### config.mk
export PLATFORM = sky130hd
export DESIGN_NAME = hazard_unit
export DESIGN_NICKNAME = d
export VERILOG_FILES = /design/src/rtl/hazard_pkg.sv /design/src/rtl/hazard_rec_reg.sv /design/src/rtl/hazard_unit.sv
export SDC_FILE = /design/constraint.sdc
export NUM_CORES = 1
export LEC_CHECK = 0
export CORE_ASPECT_RATIO = 2
export CORE_MARGIN = 2
export CORE_UTILIZATION = 62
export DETAILED_ROUTE_END_ITERATION = 10
export DONT_BUFFER_PORTS = 1
export PLACE_DENSITY = 0.78
export SLEW_MARGIN = 20
export SYNTH_ARGS = -nofsm -noshare
export SYNTH_HDL_FRONTEND = slang
export SYNTH_SLANG_ARGS = --single-unit
### constraint.sdc
create_clock -name clk -period 2.5 [get_ports clk]
set_input_delay 0.375 -clock clk [delete_from_list [all_inputs] [get_ports clk]]
set_output_delay 0.375 -clock clk [all_outputs]
set_load 0.005 [all_outputs]
### src/rtl/hazard_pkg.sv
// Shared types for the RV32I data-hazard controller: forwarding selects and the
// per-stage destination-register record kept by the shadow pipeline.
package hazard_pkg;

  // Widest register address a record can hold; narrower ids are zero-extended.
  localparam int REC_RD_W = 8;

  localparam logic [REC_RD_W-1:0] REG_ZERO = '0;

  typedef enum logic [1:0] {
    FWD_RF  = 2'b00,
    FWD_MEM = 2'b01,
    FWD_WB  = 2'b10
  } fwd_sel_e;

  typedef struct packed {
    logic                valid;
    logic [REC_RD_W-1:0] rd;
    logic                regwrite;
    logic                is_load;
  } hz_rec_t;

  // A record can only cause a hazard if it really writes a non-x0 register.
  function automatic logic is_source(hz_rec_t r);
    return r.valid && r.regwrite && (r.rd != REG_ZERO);
  endfunction

endpackage

### src/rtl/hazard_rec_reg.sv
// One stage of the shadow pipeline: a destination-register record with
// asynchronous clear and a synchronous load-invalid (bubble) input.
module hazard_rec_reg
  import hazard_pkg::*;
(
  input  logic    clk,
  input  logic    reset,
  input  logic    kill,
  input  hz_rec_t d,
  output hz_rec_t q
);

  // NOTE: sequential state uses non-blocking assignments so every stage
  // samples its neighbour's pre-edge value, giving a true shift register.
  always_ff @(posedge clk or posedge reset) begin
    if (reset) begin
      q <= '0;
    end else if (kill) begin
      q <= '0;
    end else begin
      q <= d;
    end
  end

endmodule

### src/rtl/hazard_unit.sv
// RAW hazard detection for the ID instruction against the EX/MEM/WB shadow
// records: stall/bubble/flush control, registered forwarding selects, stall counter.
module hazard_unit
  import hazard_pkg::*;
#(
  parameter int REG_AW = 5,
  parameter bit FWD_EN = 1'b1,
  parameter int CNT_W  = 32
) (
  input  logic              clk,
  input  logic              reset,
  input  logic              id_valid,
  input  logic [REG_AW-1:0] id_rs1,
  input  logic [REG_AW-1:0] id_rs2,
  input  logic              id_use_rs1,
  input  logic              id_use_rs2,
  input  logic [REG_AW-1:0] id_rd,
  input  logic              id_regwrite,
  input  logic              id_is_load,
  input  logic              flush,
  output logic              stall,
  output logic              bubble,
  output logic              flush_if_id,
  output logic [1:0]        fwd_a,
  output logic [1:0]        fwd_b,
  output logic [CNT_W-1:0]  stall_count
);

  hz_rec_t          id_rec, ex_q, mem_q, wb_q;
  logic             ex_a, ex_b, mem_a, mem_b, wb_a, wb_b;
  logic             hazard;
  fwd_sel_e         sel_a, sel_b, fwd_a_q, fwd_b_q;
  logic [CNT_W-1:0] count_q;

  function automatic logic src_match(logic v, logic use_s, logic [REG_AW-1:0] rs,
                                     hz_rec_t r);
    return v && use_s && is_source(r) && (r.rd == REC_RD_W'(rs));
  endfunction

  // Nearer stage wins; a load in EX has no value yet, so it is left to the stall.
  function automatic fwd_sel_e pick(logic m_ex, logic ex_load, logic m_mem);
    if (m_ex && !ex_load) return FWD_MEM;
    if (m_mem)            return FWD_WB;
    return FWD_RF;
  endfunction

  assign id_rec = '{valid: id_valid, rd: REC_RD_W'(id_rd),
                    regwrite: id_regwrite, is_load: id_is_load};

  assign ex_a  = src_match(id_valid, id_use_rs1, id_rs1, ex_q);
  assign ex_b  = src_match(id_valid, id_use_rs2, id_rs2, ex_q);
  assign mem_a = src_match(id_valid, id_use_rs1, id_rs1, mem_q);
  assign mem_b = src_match(id_valid, id_use_rs2, id_rs2, mem_q);
  assign wb_a  = src_match(id_valid, id_use_rs1, id_rs1, wb_q);
  assign wb_b  = src_match(id_valid, id_use_rs2, id_rs2, wb_q);

  always_comb begin
    // NOTE: defaults first on every path keep this block free of inferred latches.
    hazard = 1'b0;
    sel_a  = FWD_RF;
    sel_b  = FWD_RF;
    if (FWD_EN) begin
      hazard = (ex_a || ex_b) && ex_q.is_load;
      sel_a  = pick(ex_a, ex_q.is_load, mem_a);
      sel_b  = pick(ex_b, ex_q.is_load, mem_b);
    end else begin
      hazard = ex_a || ex_b || mem_a || mem_b || wb_a || wb_b;
    end
  end

  // A flushed ID instruction is squashed, so it must not also hold the front end.
  assign stall       = hazard && !flush;
  assign bubble      = stall || flush;
  assign flush_if_id = flush;

  hazard_rec_reg u_ex  (.clk(clk), .reset(reset), .kill(bubble), .d(id_rec), .q(ex_q));
  hazard_rec_reg u_mem (.clk(clk), .reset(reset), .kill(1'b0),   .d(ex_q),   .q(mem_q));
  hazard_rec_reg u_wb  (.clk(clk), .reset(reset), .kill(1'b0),   .d(mem_q),  .q(wb_q));

  always_ff @(posedge clk or posedge reset) begin
    if (reset) begin
      fwd_a_q <= FWD_RF;
      fwd_b_q <= FWD_RF;
    end else if (bubble) begin
      fwd_a_q <= FWD_RF;
      fwd_b_q <= FWD_RF;
    end else begin
      fwd_a_q <= sel_a;
      fwd_b_q <= sel_b;
    end
  end

  always_ff @(posedge clk or posedge reset) begin
    if (reset) begin
      count_q <= '0;
    end else if (stall && (count_q != {CNT_W{1'b1}})) begin
      count_q <= count_q + CNT_W'(1);
    end
  end

  assign fwd_a       = fwd_a_q;
  assign fwd_b       = fwd_b_q;
  assign stall_count = count_q;

endmodule

==> results of run 1 <==
[report_power, final]
| group | internal, uW | leakage, uW | total (uW) | switching [uW] |
|---|---|---|---|---|
| sequential | 837 | 0.000697 | 851 | 14.7 |
| clock | 293 | 0.0000513 | 544 | 251 |
| combinational | 31.4 | 0.000433 | 75.4 | 44.0 |
[registers in the layout, summed over array words and instances (netlist names)]
| register | count |
|---|---|
| u_ex.q | 8 |
| stall_count | 32 |
| fwd_b | 2 |
| fwd_a | 2 |
| u_mem.q | 7 |
[kinds of logic (layout without fill, tap and decap cells)]
| kind of cell | count (synthesis) | count (layout) |
|---|---|---|
| fa+ha+maj | 1 | 1 |
| flops | 51 | 51 |
| simple gates | 102 | 102 |
| xor+xnor | 49 | 49 |
| buf+inv | 11 | 20 |
| mux | 2 | 2 |
| compound gates | 12 | 12 |
[through the flow]
stage / hold slack, ns / util
6_report: 0.136 / 0.698
4_1_cts: 0.131 / 0.696
5_1_grt: 0.123 / 0.698
2_1_floorplan: 0.374 / -
3_5_place_dp: 0.206 / 0.667
3_3_place_gp: 0.204 / 0.667
[path summary, 6_finish.rpt]
check / startpoint / end / slack (ns) / depth (start not counted)
worst max register to register: stall_count[0]$_DFFE_PP0P_ / stall_count[1]$_DFFE_PP0P_ / 0.33 / 6
min in group asynchronous: reset / stall_count[17]$_DFFE_PP0P_ / 0.44 / 2
worst max-delay path: u_ex.q[4]$_DFF_PP0_ / stall / 0.28 / 5
worst min-delay path: flush / fwd_b[0]$_DFF_PP0_ / 0.14 / 1
worst min register to register: u_ex.q[10]$_DFF_PP0_ / u_mem.q[10]$_DFF_PP0_ / 0.41 / 0
max in group asynchronous: reset / stall_count[22]$_DFFE_PP0P_ / 1.47 / 3
[layer usage]
| metal | track usage | vias up | part of all wire |
|---|---|---|---|
| li1 | - | 811 | - |
| met1 | 0.228 | 857 | 0.32 |
| met2 | 0.534 | 39 | 0.62 |
| met3 | 0.0589 | 8 | 0.038 |
| met4 | 0.0905 | 0 | 0.021 |
| met5 | 0 | - | 0 |
[cells in the mapped netlist (all sizes together) (2+ instances only)]
cell    count  area, sq um
nand2b      2         12.5
and3        7         43.8
a21oi       5         40.0
dfrtp      51         1280
or3         3         28.8
nor3        7         51.3
nor2        9         33.8
nor4        4         46.3
buf         3         22.5
nand4      16          100
and2       10         62.6
nand3      19         95.1
o2111a      2         22.5
and4        5         43.8
xor2       13          114
inv         7         26.3
mux2        2         22.5
nand2      18         77.6
xnor2      36          315
[repair_timing]
| item | 4_1_cts | 5_1_grt |
|---|---|---|
| hold buffers | 1 | 0 |
| setup buffers | 0 | 0 |
| gates resized for setup | 0 | 1 |
| setup endpoints to repair | 0 | 1 |
| hold endpoints to repair | 11 | 0 |
[final cells by class]
cell class | instances | share of cell area
tap | 51 | 0.0235
timing repair buffer | 6 | 0.0175
sequential | 51 | 0.471
multi-input combinational | 166 | 0.440
inverter | 7 | 0.00970
clock buffer | 6 | 0.0268
clock inverter | 1 | 0.0111
==> summary.md, run 1 <==
| Metric | Value |
|---|---|
| Run status | `finished, final reports clean` |
| Tightest Pin Transition | `0.616 ns` |
| Cell area after placement | `0.00259 sq mm` |
| IR Drop Worst-Case VDD | `0.000470 V` |
| Final worst slack | `0.281 ns` |
| Area taken by flip-flops and latches | `0.00128 sq mm` |
| Number of search-and-repair iterations in the first detailed-routing pass | `4` |
| Part of the Yosys area used for sequential elements | `0.507` |
| Compound-cell area share of the yosys netlist | `0.0457` |
| Count of unresolved DRC violations after routing | `0` |
| Crit Path Max Fanout | `7` |
| Fill cells | `318` |
| Root Driver | `sky130_fd_sc_hd__clkbuf_8` |
| Antenna cells | `0` |
| Total global routing track utilization | `0.258` |
| TritonCTS buffer count | `5` |
| Asr flop ratio synth | `1.00` |
| Parity-gate share of the synthesized area counting xor and xnor cells | `0.171` |
| Cell area after layout | `0.00271 sq mm` |
| Total area of multi-input combinational cells | `0.00119 sq mm` |
| Largest delay share family, worst path | `simple AND/OR/NAND/NOR gates` |
| Worst Path Class, Setup | `flop to output port` |
| Cell area after synthesis | `0.00252 sq mm` |
| Slew headroom | `0.586` |
| Global-route wire length before repair | `8870 um` |
| Antenna violations before repair | `0` |
| Post-route setup TNS | `0 ns` |
| Cells after synthesis | `228` |
| Startpoint class of the critical path | `flop` |
| CTS H-tree depth | `2` |
| DRC violation total after the first TritonRoute iteration | `22` |
| Final-report hold violation count | `0` |
| Placed wire-length estimate after detailed placement | `4330 um` |
| Clock-pin slew on the worst setup and hold paths | `0.09 ns` |
| Number of warning messages in the yosys log | `0` |
| Max stage delay on crit path | `0.44 ns` |
| Top library cells by usage in the layout, fill and taps aside | `sky130_fd_sc_hd__dfrtp_1 (51), sky130_fd_sc_hd__xnor2_1 (36), sky130_fd_sc_hd__nand3_1 (19)` |
| Remaining global-route overflow | `0` |
| Net count of the finished layout | `261` |
| Skew final | `0.00709 ns` |
| Adder and majority gate portion of the synthesized area | `0.00497` |
| Share of synthesized cell area in and, or, nand and nor gates | `0.242` |
| Unrepaired setup endpoints after global routing | `false` |
| Floorplan die area | `0.00461 sq mm` |
| Synthesized net count | `252` |
| DIE HEIGHT | `94.1 um` |
| Cell type of the slowest stage on the worst timing path | `sky130_fd_sc_hd__dfrtp_1` |
| Final period demand of the worst path | `2.22 ns` |
| Initial Util | `0.648` |
| Largest buffer count on any clock path | `2` |
| Number of primary I/O pins | `62` |
| Maximum achievable frequency | `451 MHz` |
| Number of synthesized flops with an enable pin | `0` |
| # rows | `32` |
| CP Capture Type | `output port` |
| Number of clock sinks | `51` |
| Combinational family with the most area after synthesis | `simple AND/OR/NAND/NOR gates` |
| Share of synthesized area spent on multiplexers | `0.00895` |
| Total of max-cap violations | `0` |
| Global placement routability congestion | `0.814` |
| Total wirelength of the detailed-routed design | `5380 um` |
| Static leakage | `0.00118 uW` |
| Share of cells above drive strength 1 | `0.110` |
| Number of distinct standard cells referenced by the synthesized netlist | `37` |
| Clock insertion delay at the later pin of the skew report | `0.30 ns` |
| Residual antenna-violating net count after detailed routing | `0` |
| CTS tree | `built` |
| Arrival time of data at the critical path endpoint | `1.84 ns` |
| Post-synthesis average cell area | `11.0 sq um` |
| Number of setup violations in the final report | `0` |
| Crit path required time | `2.12 ns` |
| Number of pins exceeding their max-slew limit in the final report | `0` |
| Overall power of the completed layout | `1470 uW` |
| Core ar. | `0.00388 sq mm` |
| Synth-to-Final Area Change | `7.71%` |
| # port buffers | `0` |
| Leading cell type in the layout, fill and taps excluded | `sky130_fd_sc_hd__dfrtp_1` |
| Yosys reg bits | `51` |
| Die extent in x | `49.0 um` |
| Minimum setup slack after placement | `0.321 ns` |
| Post-Place Cells | `280` |
| Vias in the first global route | `1,885` |
| Routed length per instance | `18.7 um` |
| Number of vias after detailed routing | `1,715` |
| Class of the worst hold path | `primary input to flop` |
| Final cell count without fillers | `288` |
| Cell Pwr Density | `543 mW/mm^2` |
| Final period util | `0.887` |
| Most used flip-flop cell after synthesis | `sky130_fd_sc_hd__dfrtp_1` |
| Routed vias/inst | `5.95` |
| Ordered cell list for the critical path | `xor2_1 -> nor4_2 -> nand2_1 -> a21oi_4 -> buf_4` |
| Crit path buf inv count | `1` |
| Largest net degree at the start of global routing | `25` |
No activity file was read; power rests on OpenSTA's default activity.
==> inputs of run 2 (changes only) <==
--- a/config.mk
+++ b/config.mk
@@ -7,10 +7,9 @@
 export LEC_CHECK = 0
 export CORE_ASPECT_RATIO = 2
 export CORE_MARGIN = 2
-export CORE_UTILIZATION = 62
+export CORE_UTILIZATION = 40
 export DETAILED_ROUTE_END_ITERATION = 10
 export DONT_BUFFER_PORTS = 1
-export PLACE_DENSITY = 0.78
 export SLEW_MARGIN = 20
 export SYNTH_ARGS = -nofsm -noshare
 export SYNTH_HDL_FRONTEND = slang
==> run 2 against run 1 <==
Compared with the run above: first-iteration DRC count grew to 4.1 times the previous value; cell count is 11% higher; clock-buffer cell count stayed put; largest power group unchanged; total power is 6.3% higher; clock skew is 0.0012 ns lower; non-clock buffer count is 1 lower; hold slack worse by 0.0035 ns; combinational power is 4.4% lower; via count is 0.76% higher; sequential share of layout area is 1.2 points lower; setup slack worse by 0.12 ns; fmax is 5.1% lower.
==> summary.md, run 2 (same netlist as run 1, synthesis figures left out) <==
| Metric | Value |
|---|---|
| Share of cells above drive strength 1 | `0.111 (+0.000934)` |
| # rows | `40 (+25%)` |
| Number of clock sinks | `51 (unchanged)` |
| Arrival time of data at the critical path endpoint | `1.96 ns (+0.12 ns)` |
| Floorplan die area | `0.00698 sq mm (+51%)` |
| DRC violation total after the first TritonRoute iteration | `90 (+310%)` |
| Reg2reg setup slack | `0.29 ns (-0.04 ns)` |
| Number of setup buffers added after CTS | `0 (unchanged)` |
| Crit path required time | `2.12 ns (about the same)` |
| Skew final | `0.00591 ns (-0.00118 ns)` |
| Total global routing track utilization | `0.175 (-0.0823)` |
| Placed wire-length estimate after detailed placement | `4240 um (-2.0%)` |
| Hold buffers post-CTS | `0 (-1)` |
| Number of vias after detailed routing | `1,728 (+0.76%)` |
| Max FFs per register | `32 (unchanged)` |
| Fill cells | `581 (+83%)` |
| IR Drop Worst-Case VDD | `0.000328 V (-30%)` |
| Routed vias/inst | `5.42 (-9.0%)` |
| Final-report hold violation count | `0 (unchanged)` |
| TritonCTS buffer count | `5 (unchanged)` |
| Core ar. | `0.00606 sq mm (+56%)` |
| CP Capture Type | `output port` |
| # port buffers | `0 (unchanged)` |
| Count of unresolved DRC violations after routing | `0 (unchanged)` |
| Antenna cells | `0 (unchanged)` |
| Maximum achievable frequency | `428 MHz (-5.1%)` |
| Launching element of the worst setup path | `u_ex.q[4]$_DFF_PP0_` |
| Number of pins exceeding their max-slew limit in the final report | `0 (unchanged)` |
| Root Driver | `sky130_fd_sc_hd__clkbuf_16` |
| Remaining global-route overflow | `0 (unchanged)` |
| Number of search-and-repair iterations in the first detailed-routing pass | `4 (unchanged)` |
| Routed length per instance | `17.5 um (-6.4%)` |
| Unrepaired setup endpoints after global routing | `false` |
| Cell type of the slowest stage on the worst timing path | `sky130_fd_sc_hd__dfrtp_1` |
| Final worst slack | `0.163 ns (-0.119 ns)` |
| Synth-to-Final Area Change | `10.6%` |
| Antenna violations before repair | `0 (unchanged)` |
| Total wirelength of the detailed-routed design | `5570 um (+3.7%)` |
| Number of setup violations in the final report | `0 (unchanged)` |
| Total of max-cap violations | `0 (unchanged)` |
| Run status | `finished, final reports clean` |
| Startpoint of the worst register-to-register path | `stall_count[0]$_DFFE_PP0P_` |
| Final cell count without fillers | `319 (+11%)` |
| Worst r2r path cells | `6 (unchanged)` |
| Cell Pwr Density | `562 mW/mm^2 (+3.5%)` |
| Slew headroom | `0.558 (-0.0280)` |
| Final period demand of the worst path | `2.34 ns (+0.119 ns)` |
| Vias in the first global route | `1,845 (-2.1%)` |
| Top library cells by usage in the layout, fill and taps aside | `sky130_fd_sc_hd__dfrtp_1 (51), sky130_fd_sc_hd__xnor2_1 (36), sky130_fd_sc_hd__nand3_1 (19)` |
| Startpoint class of the critical path | `flop` |
| Global-route wire length before repair | `9050 um (+2.1%)` |
| Die extent in x | `60.1 um (+22%)` |
| Class of the worst hold path | `primary input to async pin` |
| Post-cts resize count | `0 (unchanged)` |
| Ordered cell list for the critical path | `xor2_1 -> nor4_2 -> nand2_1 -> a21oi_4 -> buf_12` |
| CTS tree | `built` |
| Net count of the finished layout | `260 (-0.38%)` |
| CTS H-tree depth | `2 (unchanged)` |
| Tightest Pin Transition | `0.657 ns (+0.0416 ns)` |
| Post-Place Cells | `313 (+12%)` |
| Static leakage | `0.00119 uW (+0.80%)` |
| Largest buffer count on any clock path | `2 (unchanged)` |
| Clock insertion delay at the later pin of the skew report | `0.29 ns (about the same)` |
| Minimum setup slack after placement | `0.310 ns (-0.0110 ns)` |
| Leading cell type in the layout, fill and taps excluded | `sky130_fd_sc_hd__dfrtp_1` |
| Crit Path Max Fanout | `15 (+8)` |
| Endpoint of the worst register-to-register path | `stall_count[1]$_DFFE_PP0P_` |
| Clock-pin slew on the worst setup and hold paths | `0.06 ns (-0.03 ns)` |
| Global placement routability congestion | `0.766 (-5.9%)` |
| Max stage delay on crit path | `0.43 ns (about the same)` |
| Number of primary I/O pins | `62 (unchanged)` |
| Final period util | `0.935 (+0.0475)` |
| Critical path endpoint | `stall` |
| Post-route setup TNS | `0 ns (unchanged)` |
| Initial Util | `0.415 (-0.232)` |
| Residual antenna-violating net count after detailed routing | `0 (unchanged)` |
| DIE HEIGHT | `116 um (+23%)` |
| Largest net degree at the start of global routing | `52 (+110%)` |
| Worst Path Class, Setup | `flop to output port` |
## run 2: per-stage QoR
step                      hold WS, ns   util  cell area (sq um)  total power [uW]
after detailed placement        0.392  0.437               2650               941
after floorplan                 0.374      -               2520               923
after global routing            0.136  0.460               2780              1620
after global placement          0.393  0.437               2650               941
after CTS                       0.144  0.458               2770              1580
final                           0.133  0.460               2780              1560
## run 2: area by class of cell
cell class / instances / area, sq um / area share
multi-input cells: 166 / 1200 / 0.430
flip-flops and latches: 51 / 1280 / 0.458
well taps: 84 / 105 / 0.0378
inverters: 7 / 26.3 / 0.00944
repair buffers: 5 / 50.0 / 0.0180
clock buffers: 6 / 129 / 0.0463
## run 2: worst max-delay path: cells and delay by family (launching register included)
| family | cells | cell delay [ns] |
|---|---|---|
| XOR/XNOR | 1 | 0.19 |
| AO/OA/AOI/OAI | 1 | 0.34 |
| AND/OR/NAND/NOR | 2 | 0.52 |
| flip-flops | 1 | 0.43 |
| buffers and inverters | 1 | 0.19 |
## run 2: power breakdown
group | internal (uW) | switching, uW
Clock | 360 | 278
Sequential | 838 | 14.8
Combinational | 29.6 | 42.5
Total | 1230 | 335
## run 2: metal layers
| metal | track usage | part of all wire |
|---|---|---|
| met1 | 0.167 | 0.35 |
| met5 | 0 | 0 |
| met4 | 0.0785 | 0.025 |
| met3 | 0.0532 | 0.063 |
| met2 | 0.327 | 0.56 |
## run 2: worst min path at each step
| stage | startpoint | to | slack [ns] | cells past startpoint |
|---|---|---|---|---|
| after floorplan | u_ex.q[1]$_DFF_PP0_ | u_mem.q[1]$_DFF_PP0_ | 0.37 | 0 |
| after global placement | u_ex.q[1]$_DFF_PP0_ | u_mem.q[1]$_DFF_PP0_ | 0.39 | 0 |
| after detailed placement | u_ex.q[1]$_DFF_PP0_ | u_mem.q[1]$_DFF_PP0_ | 0.39 | 0 |
| after CTS | flush | fwd_a[0]$_DFF_PP0_ | 0.14 | 1 |
| after global routing | flush | fwd_a[0]$_DFF_PP0_ | 0.14 | 1 |
| final | reset | u_ex.q[2]$_DFF_PP0_ | 0.13 | 2 |
==> inputs of run 3 (changes only) <==
--- a/config.mk
+++ b/config.mk
@@ -13,4 +13,5 @@
 export SLEW_MARGIN = 20
 export SYNTH_ARGS = -nofsm -noshare
 export SYNTH_HDL_FRONTEND = slang
+export SYNTH_HIERARCHICAL = 1
 export SYNTH_SLANG_ARGS = --single-unit
==> run 3 against run 2 <==
Compared with the run above: highest routed layer unchanged; combinational power grew 26%; total power grew 39%; clock-buffer cell count grew 5.
==> summary.md, run 3 <==
| Metric | Value |
|---|---|
| Number of primary I/O pins | `62 (unchanged)` |
| CTS H-tree depth | `3 (+1)` |
| Share of the core filled with cells in the final layout | `0.493 (+0.0332)` |
| Crit path required time | `2.12 ns (about the same)` |
| Number of vias after detailed routing | `1,974 (+14%)` |
| DIE HEIGHT | `123 um (+6.1%)` |
| Unrepaired setup endpoints after global routing | `true` |
| Skew final | `0.00634 ns (+0.000432 ns)` |
| Cell area after synthesis | `0.00284 sq mm (+13%)` |
| Routed length per instance | `17.1 um (-2.2%)` |
| Proportion of power drawn by flip-flops and latches | `0.439 (-0.106)` |
| Proportion of power drawn by the clock network | `0.519 (+0.111)` |
| Worst r2r path cells | `8 (+2)` |
| Max FFs per register | `32 (unchanged)` |
| TritonCTS buffer count | `9 (+4)` |
| Global placement routability congestion | `0.800 (+4.4%)` |
| Share of cells above drive strength 1 | `0.232 (+0.121)` |
| Number of pins exceeding their max-slew limit in the final report | `0 (unchanged)` |
| Cells after synthesis | `252 (+11%)` |
| Final cell count without fillers | `375 (+18%)` |
| Number of clock sinks | `57 (+12%)` |
| Cell Pwr Density | `640 mW/mm^2 (+14%)` |
| Total of max-cap violations | `0 (unchanged)` |
| Post-Place Cells | `354 (+13%)` |
| Combinational power share | `0.042 (-0.004)` |
| # port buffers | `0 (unchanged)` |
| Total wirelength of the detailed-routed design | `6410 um (+15%)` |
| Antenna cells | `0 (unchanged)` |
| CP Capture Type | `output port` |
| Post-synthesis average cell area | `11.3 sq um (+2.2%)` |
| Core ar. | `0.00689 sq mm (+14%)` |
| Global-route wire length before repair | `10,200 um (+13%)` |
| # rows | `43 (+7.5%)` |
| Antenna violations before repair | `0 (unchanged)` |
| Root Driver | `sky130_fd_sc_hd__clkbuf_16` |
| Reg2reg setup slack | `0.10 ns (-0.19 ns)` |
| Number of setup violations in the final report | `0 (unchanged)` |
| Largest buffer count on any clock path | `2 (unchanged)` |
| Final period demand of the worst path | `2.43 ns (+0.0915 ns)` |
| Final period util | `0.972 (+0.0366)` |
| CTS tree | `built` |
| Largest net degree at the start of global routing | `37 (-29%)` |
| Startpoint class of the critical path | `flop` |
| Int Pwr | `1700 uW (+38%)` |
| Run status | `finished, final reports clean` |
| Crit Path Max Fanout | `4 (-11)` |
| Static leakage | `0.00152 uW (+27%)` |
| Count of unresolved DRC violations after routing | `0 (unchanged)` |
| Arrival time of data at the critical path endpoint | `2.05 ns (+0.09 ns)` |
| Class of the worst hold path | `primary input to async pin` |
| Routed vias/inst | `5.26 (-2.8%)` |
| Vias in the first global route | `2,125 (+15%)` |
| Floorplan die area | `0.00784 sq mm (+12%)` |
| Endpoint of the worst register-to-register path | `stall_count[1]$_DFFE_PP0P_` |
| Synth-to-Final Area Change | `19.4%` |
| Net count of the finished layout | `304 (+17%)` |
| Remaining global-route overflow | `0 (unchanged)` |
| Leading cell type in the layout, fill and taps excluded | `sky130_fd_sc_hd__dfrtp_1` |
| Number of search-and-repair iterations in the first detailed-routing pass | `4 (unchanged)` |
| DRC violation total after the first TritonRoute iteration | `85 (-5.6%)` |
| Startpoint of the worst register-to-register path | `u_ex/q[3]$_DFF_PP0_` |
| Worst Path Class, Setup | `flop to output port` |
| Clock-pin slew on the worst setup and hold paths | `0.05 ns (about the same)` |
| Power dissipated by switching net loads | `472 uW (+41%)` |
| Placed wire-length estimate after detailed placement | `4900 um (+15%)` |
| Total global routing track utilization | `0.178 (+0.00274)` |
| Final-report hold violation count | `0 (unchanged)` |
| Maximum achievable frequency | `412 MHz (-3.8%)` |
| Net switching fraction of the power | `0.218 (+0.00306)` |
| IR Drop Worst-Case VDD | `0.000546 V (+66%)` |
| Residual antenna-violating net count after detailed routing | `0 (unchanged)` |
| Number of warning messages in the yosys log | `6 (+6)` |
| Die extent in x | `63.6 um (+5.9%)` |
| Clock insertion delay at the later pin of the skew report | `0.33 ns (+0.04 ns)` |
| Initial Util | `0.413 (-0.00271)` |
| Top library cells by usage in the layout, fill and taps aside | `sky130_fd_sc_hd__dfrtp_1 (57), sky130_fd_sc_hd__xnor2_1 (32), sky130_fd_sc_hd__nand4_1 (19)` |
-- run 3: cell count changes in the layout (fill, tap and decap cells not counted), moves of 5 or more --
cell	previous run	this run
sky130_fd_sc_hd__nor2b_2	0	15
sky130_fd_sc_hd__conb_1	0	5
sky130_fd_sc_hd__nand3_1	19	12
sky130_fd_sc_hd__xor2_1	13	18
sky130_fd_sc_hd__and2_1	10	2
sky130_fd_sc_hd__buf_4	4	16
sky130_fd_sc_hd__dfrtp_1	51	57
-- run 3: how the worst max path moves through the flow --
stage / startpoint / to / slack (ns)
after floorplan: stall_count[0]$_DFFE_PP0P_ / stall_count[1]$_DFFE_PP0P_ / 0.51
after global placement: u_ex/q[6]$_DFF_PP0_ / stall_count[1]$_DFFE_PP0P_ / 0.27
after detailed placement: u_ex/q[6]$_DFF_PP0_ / stall_count[1]$_DFFE_PP0P_ / 0.18
after CTS: u_ex/q[6]$_DFF_PP0_ / stall / 0.007
after global routing: u_ex/q[3]$_DFF_PP0_ / bubble / -0.02
final: u_ex/q[3]$_DFF_PP0_ / bubble / 0.07
-- run 3: final cells by class --
type / instances / area [sq um]
inverters: 6 / 22.5
multi-input cells: 188 / 1400
clock inverters: 5 / 30.0
repair buffers: 18 / 150
flip-flops and latches: 57 / 1430
clock buffers: 11 / 253
well taps: 90 / 113
fillers: 667 / 3490
-- run 3: what timing repair did --
item,in CTS,in global routing
pin swaps,2,9
hold buffers,1,0
resized for setup,0,8
hold endpoints to repair,21,0
setup buffers,2,2
endpoints found under the setup margin,2,3
-- run 3: power groups by stage --
stage,Combinational (uW),Sequential [uW],Clock [uW]
floorplan,71.4,965,0
global placement,81.2,968,0
detailed placement,82.9,969,0
CTS,85.0,953,1160
global route,101,956,1190
finish,90.9,954,1130
-- run 3: routing by layer --
metal	track usage	share of wire
met4	0.0870	0.025
met1	0.140	0.30
met3	0.0737	0.072
met2	0.357	0.60
met5	0	0
-- run 3: per-stage QoR --
stage,area [sq um],worst slack [ns],setup TNS [ns],hold slack [ns],power [uW]
floorplan,2860,0.513,0,0.215,1040
global placement,3040,0.267,0,0.268,1050
detailed placement,3040,0.176,0,0.271,1050
CTS,3340,0.00659,0,0.0448,2200
global route,3390,-0.0156,-0.0205,0.0612,2240
finish,3390,0.0711,0,0.0364,2170
-- run 3: worst max-delay path: stages, from the launching register on --
cell	delay (ns)
sky130_fd_sc_hd__dfrtp_1	0.41
sky130_fd_sc_hd__or4_4	0.55
sky130_fd_sc_hd__o211ai_1	0.32
sky130_fd_sc_hd__or2_4	0.20
sky130_fd_sc_hd__nand2_2	0.05
sky130_fd_sc_hd__a21o_1	0.19
